**src/rtl/fcu_pkg.sv**
```systemverilog
// Shared constants, field layout and opcode-class decode for the forwarding control unit.
package fcu_pkg;

    localparam int unsigned AW  = 5;
    localparam int unsigned IW  = 32;
    localparam int unsigned DW  = 16;
    localparam int unsigned OPW = 6;
    localparam int unsigned SW  = 2;

    // Instruction field bit positions (RB aliases the top of imm)
    localparam int unsigned OP_MSB  = 31;
    localparam int unsigned OP_LSB  = 26;
    localparam int unsigned RW_MSB  = 25;
    localparam int unsigned RW_LSB  = 21;
    localparam int unsigned RA_MSB  = 20;
    localparam int unsigned RA_LSB  = 16;
    localparam int unsigned RB_MSB  = 15;
    localparam int unsigned RB_LSB  = 11;
    localparam int unsigned IMM_MSB = 15;
    localparam int unsigned IMM_LSB = 0;

    // Opcode classes
    localparam logic [OPW-1:0] OP_NOP      = 6'b000000;
    localparam logic [2:0]     OP_RALU_PFX = 3'b000;
    localparam logic [2:0]     OP_IALU_PFX = 3'b001;
    localparam logic [OPW-1:0] OP_LOAD     = 6'b010000;
    localparam logic [OPW-1:0] OP_STORE    = 6'b010001;
    localparam logic [2:0]     OP_BR_PFX   = 3'b011;

    // Operand source selects
    typedef enum logic [SW-1:0] {
        SEL_RF = 2'b00,
        SEL_EX = 2'b01,
        SEL_DM = 2'b10,
        SEL_WB = 2'b11
    } sel_e;

    typedef struct packed {
        logic [OPW-1:0] op;
        logic [AW-1:0]  rw;
        logic [AW-1:0]  ra;
        logic [AW-1:0]  rb;
        logic [DW-1:0]  imm;
    } fields_t;

    // Split a raw instruction into its (overlapping) fields
    function automatic fields_t fcu_fields(input logic [IW-1:0] ins);
        fields_t f;
        f.op  = ins[OP_MSB:OP_LSB];
        f.rw  = ins[RW_MSB:RW_LSB];
        f.ra  = ins[RA_MSB:RA_LSB];
        f.rb  = ins[RB_MSB:RB_LSB];
        f.imm = ins[IMM_MSB:IMM_LSB];
        return f;
    endfunction

    // R-type ALU, I-type ALU and LOAD write RW; everything else does not
    function automatic logic fcu_writes(input logic [OPW-1:0] op);
        return ((op[5:3] == OP_RALU_PFX) && (op != OP_NOP)) ||
               (op[5:3] == OP_IALU_PFX) ||
               (op == OP_LOAD);
    endfunction

    // B operand comes from imm for I-type ALU, LOAD and STORE
    function automatic logic fcu_imm_sel(input logic [OPW-1:0] op);
        return (op[5:3] == OP_IALU_PFX) || (op == OP_LOAD) || (op == OP_STORE);
    endfunction

endpackage

```
**src/rtl/fcu_src_match.sv**
```systemverilog
// Picks the youngest in-flight producer of one source register.
module fcu_src_match
    import fcu_pkg::*;
(
    input  logic [AW-1:0] i_src,
    input  logic [AW-1:0] i_d0,
    input  logic [AW-1:0] i_d1,
    input  logic [AW-1:0] i_d2,
    output logic [SW-1:0] o_sel_c
);

    // Priority EX > DM > WB; R0 never forwards
    always_comb begin
        o_sel_c = SEL_RF;
        if (i_src != '0) begin
            if (i_src == i_d0) begin
                o_sel_c = SEL_EX;
            end else if (i_src == i_d1) begin
                o_sel_c = SEL_DM;
            end else if (i_src == i_d2) begin
                o_sel_c = SEL_WB;
            end
        end
    end

endmodule

```
**src/rtl/forwarding_control_unit.sv**
```systemverilog
// Decode/hazard stage: latches the fetched instruction and drives forwarding selects.
module forwarding_control_unit
    import fcu_pkg::*;
(
    input  logic           clk,
    input  logic           rst_n,
    input  logic [IW-1:0]  ins,
    input  logic           stall,
    input  logic           flush,
    output logic [AW-1:0]  RA,
    output logic [AW-1:0]  RB,
    output logic [DW-1:0]  imm,
    output logic           imm_sel,
    output logic [SW-1:0]  mux_sel_A,
    output logic [SW-1:0]  mux_sel_B,
    output logic [AW-1:0]  RW_dm,
    output logic [OPW-1:0] op_out
);

    logic [IW-1:0]  w_ins;
    fields_t        w_f;
    logic [AW-1:0]  w_dest;
    logic           w_imm_sel;
    logic [SW-1:0]  w_sel_a;
    logic [SW-1:0]  w_sel_b_raw;
    logic [SW-1:0]  w_sel_b;

    logic [AW-1:0]  r_d0;
    logic [AW-1:0]  r_d1;
    logic [AW-1:0]  r_d2;
    logic [AW-1:0]  r_ra;
    logic [AW-1:0]  r_rb;
    logic [DW-1:0]  r_imm;
    logic           r_imm_sel;
    logic [SW-1:0]  r_sel_a;
    logic [SW-1:0]  r_sel_b;
    logic [AW-1:0]  r_rw_dm;
    logic [OPW-1:0] r_op;

    // Flushed slot becomes an all-zero NOP (no sources, no write)
    always_comb begin
        w_ins     = flush ? '0 : ins;
        w_f       = fcu_fields(w_ins);
        w_dest    = fcu_writes(w_f.op) ? w_f.rw : '0;
        w_imm_sel = fcu_imm_sel(w_f.op);
        // STORE keeps its B select since RB carries the store data
        w_sel_b   = (w_imm_sel && (w_f.op != OP_STORE)) ? SEL_RF : w_sel_b_raw;
    end

    fcu_src_match u_match_a (
        .i_src   (w_f.ra),
        .i_d0    (r_d0),
        .i_d1    (r_d1),
        .i_d2    (r_d2),
        .o_sel_c (w_sel_a)
    );

    fcu_src_match u_match_b (
        .i_src   (w_f.rb),
        .i_d0    (r_d0),
        .i_d1    (r_d1),
        .i_d2    (r_d2),
        .o_sel_c (w_sel_b_raw)
    );

    // Decode registers and destination pipe; stall freezes everything
    always_ff @(posedge clk or negedge rst_n) begin
        if (!rst_n) begin
            r_d0      <= '0;
            r_d1      <= '0;
            r_d2      <= '0;
            r_ra      <= '0;
            r_rb      <= '0;
            r_imm     <= '0;
            r_imm_sel <= 1'b0;
            r_sel_a   <= SEL_RF;
            r_sel_b   <= SEL_RF;
            r_rw_dm   <= '0;
            r_op      <= '0;
        end else if (!stall) begin
            r_d2      <= r_d1;
            r_d1      <= r_d0;
            r_d0      <= w_dest;
            r_rw_dm   <= r_d1;
            r_ra      <= w_f.ra;
            r_rb      <= w_f.rb;
            r_imm     <= w_f.imm;
            r_imm_sel <= w_imm_sel;
            r_sel_a   <= w_sel_a;
            r_sel_b   <= w_sel_b;
            r_op      <= w_f.op;
        end
    end

    assign RA        = r_ra;
    assign RB        = r_rb;
    assign imm       = r_imm;
    assign imm_sel   = r_imm_sel;
    assign mux_sel_A = r_sel_a;
    assign mux_sel_B = r_sel_b;
    assign RW_dm     = r_rw_dm;
    assign op_out    = r_op;

endmodule
```
**config.mk**
```make
export PLATFORM = sky130hd
export DESIGN_NAME = forwarding_control_unit
export DESIGN_NICKNAME = d
export VERILOG_FILES = /design/src/rtl/fcu_pkg.sv /design/src/rtl/fcu_src_match.sv /design/src/rtl/forwarding_control_unit.sv
export SDC_FILE = /design/constraint.sdc
export NUM_CORES = 1
export LEC_CHECK = 0
export BUFFER_PORTS_ARGS = -buffer_cell sky130_fd_sc_hd__buf_2
export CORE_MARGIN = 5
export CORE_UTILIZATION = 45
export DETAILED_ROUTE_END_ITERATION = 16
export PLACE_DENSITY = 0.79
export SETUP_SLACK_MARGIN = 0.05
export SLEW_MARGIN = 5
export SYNTH_ARGS = -nofsm -noshare
export SYNTH_HDL_FRONTEND = slang
export SYNTH_SLANG_ARGS = --single-unit
```
**constraint.sdc**
```tcl
create_clock -name clk -period 1.95 [get_ports clk]
set_clock_uncertainty 0.15 [all_clocks]
set_input_delay 0 -clock clk [delete_from_list [all_inputs] [get_ports clk]]
set_output_delay 0 -clock clk [all_outputs]
set_load 0.01 [all_outputs]
```
==> qor.yml <==
netlist_area_sq_mm: 0.00268
synth-seq-cells: 47
overflow: 0
num-nets-final: 416
cellLeakagePower_nw: 1.65
routed_wire_length_per_instance_um: 15.4
cap_violations: 0
synth_flop_cell: "dfrtp_1"
wl_met2_um: 3430
worst-slew-pin-transition_ps: 406
antenna_found_initial: 0
dieArea_sq_mm: 0.00760
synth_fp_nets: 319
clock-root-buffer: "clkbuf_8"
postCtsSetupBuffers: 0
synth_area_per_inst_sq_um: 9.47
drc_errors: 0
global_route_wire_length_before_repair_um: 11300
number_of_hold_violations_in_the_final_report: 8
drive_gt1_frac: 0.291
sequential_cell_area_sq_mm: 0.00118
num_io_pins: 78
h-tree-depth: 2
seq_power_share: 0.447
dr_wl_met3_um: 613
std_cell_rows: 28
cts_max_path_buffers: 2
ant_nets: 0
io_buffers: 77
post-route-util: 0.605
gr-usage-all-layers: 0.187
grt_pass1_vias: 2388
irDropWorstVdd_mv: 0.325
setup_repair_after_global_routing_missed_its_margin: "true"
min-delay-path-class: "input pin to asynchronous set/reset pin"
timing.critical_path.slowest_stage_cell: "dfrtp_1"
switching_share: 0.268
hold_slack_ps: -5.32
vias: 2517
failed_checks: "negative hold slack"
worst-endpoint-arrival_ps: 1900
synth_sequential_area_ratio: 0.439
initial_core_util: 0.458
cts_tree: "yes"
final_worst_path_period_need_ps: 1810
share_comb_of_total_power: 0.214
power.net_switching_mw: 0.666
critical_path.n_buffers_inverters: 0
worst_slew_margin_rel: 0.728
critical_path.max_stage_delay_ps: 550
setup-tns-final_ps: 0
synth_edf_count: 0
cp_top_family: "compound AO/OA/AOI/OAI gates"
outcome: "finished with violations"
globalplace.congestion: 0.852
worstSetupPathDepth: 5
setup_viol_count_final: 0
clkSlewWorstSetupHoldPaths_ps: 90
final.period_utilization: 0.929
dpl.hpwl_um: 4940
post_synth_most_frequent_cells: "nand2_1, dfrtp_1, o21ai_0"
ys_types: 51
clock_power_share: 0.339
synth-async-reset-ratio: 1.00
max_freq_mhz: 552
die_h_um: 87.2
p_per_area_mw_per_mm2: 701
worstSkewPairLatency_ps: 300
timing.rr.start: "RW_dm[2]"
drt-pass1-iter-count: 5
required_ps: 2040
power.internal_mw: 1.82
critical_path.max_fanout: 7
endpoint_kind: "flip-flop"
startpoint_type: "flip-flop"
drt-initial-drc-count: 200
multiInputGateArea_sq_mm: 0.00130
detail_route.wirelength_um: 7020
viasPerCell: 5.52
grt_max_degree: 80
layout-area-overhead-vs-synth_pct: 32.0
design.core.area_sq_mm: 0.00585
number_of_cells_on_the_worst_reg_to_reg_path: 5
synthMostInstantiatedCell: "nand2_1"
dr.max_layer_used: "met4"
synth_cells: 283
synth_top_cells_by_area: "dfrtp_1, nand2_1, o21ai_0, mux2_2, xnor2_1"
worst_path_setup_slack_after_routing_ps: 138
m1WireLength_um: 2920
dpl_worst_slack_ps: 196
num_antenna_cells: 0
final_max_slew_viol_count: 0
cts-buffers-inserted: 5
clkSinkCount: 47
ys.warnings.count: 0
proportion_of_netlist_area_held_by_the_largest_area_contributor: 0.439
worst_path_cell_trace: "nor2b_4 -> a2111o_1 -> a221oi_4 -> a32o_2 -> a32o_1"
dieWidth_um: 87.2
synth_largest_area_cell: "dfrtp_1"
critPathLaunch: "RW_dm[2]"
fillCellCount: 495
crit_type: "flip-flop to flip-flop"
-- repair_timing --
item,4_1_cts,5_1_grt
endpoints found under the hold margin,80,0
setup endpoints to repair,0,9
resized for setup,0,5
hold buffers,35,0
-- metal layers --
metal  GRT usage  up-vias
li1            -     1198
met1       0.252     1203
met2       0.317      108
met3      0.0369        8
met4      0.0335        0
met5           0        -
-- cell type report --
cell class	count	area share
repair buffers	120	0.232
flip-flops and latches	47	0.333
well taps	75	0.0265
inverters	5	0.00530
clock inverters	2	0.0170
multi-input cells	201	0.366
clock buffers	6	0.0205
-- sequential cells by signal, summed over array words and instances, names as in the netlist --
name	flops
op_out	6
RB	5
imm	11
RA	5
r_d1	5
r_d0	5
imm_sel	1
mux_sel_B	2
mux_sel_A	2
RW_dm	5
-- worst paths after layout --
kind	slack [ps]	end
max	140	mux_sel_B[1]
min	-5	op_out[4]
max reg2reg	140	mux_sel_B[1]
min reg2reg	340	imm[3]
max in group asynchronous	1080	r_d1[3]
min in group clk	40	RA[0]
-- kinds of logic after synthesis --
kind of cell	synth area share
XOR/XNOR	0.0490
flip-flops	0.439
multiplexers	0.0373
AO/OA/AOI/OAI	0.193
buffers and inverters	0.0896
AND/OR/NAND/NOR	0.192
-- placed cells by master (no fill, tap or decap), types with 7 or more instances in the layout --
cell type,n
a22o_1,7
a31oi_1,10
buf_2,77
dfrtp_1,46
dlygate4sd3_1,35
mux2_2,8
nand2_1,55
nor2_1,18
o21ai_0,29
xnor2_1,10
-- stage by stage --
step | cells | area [sq um] | total power [mW]
floorplan | 283 | 2680 | 1.42
global placement | 413 | 3020 | 1.59
detailed placement | 413 | 3020 | 1.60
CTS | 456 | 3510 | 2.49
global route | 456 | 3540 | 2.60
finish | 456 | 3540 | 2.48
-- power groups by stage --
stage	Sequential (mW)	Combinational, mW	Clock, mW
final	1.11	0.532	0.841
after global placement	1.12	0.465	0
after global routing	1.12	0.590	0.890
after floorplan	1.14	0.284	0
after detailed placement	1.13	0.472	0
after CTS	1.11	0.528	0.852
-- worst register-to-register path: cells and delay by family, from the launching register on --
family	cells	cell delay [ps]
AOI/OAI and AO/OA	4	990
DFF	1	550
and+or+nand+nor	1	60
No activity file was read; power rests on OpenSTA's default activity.
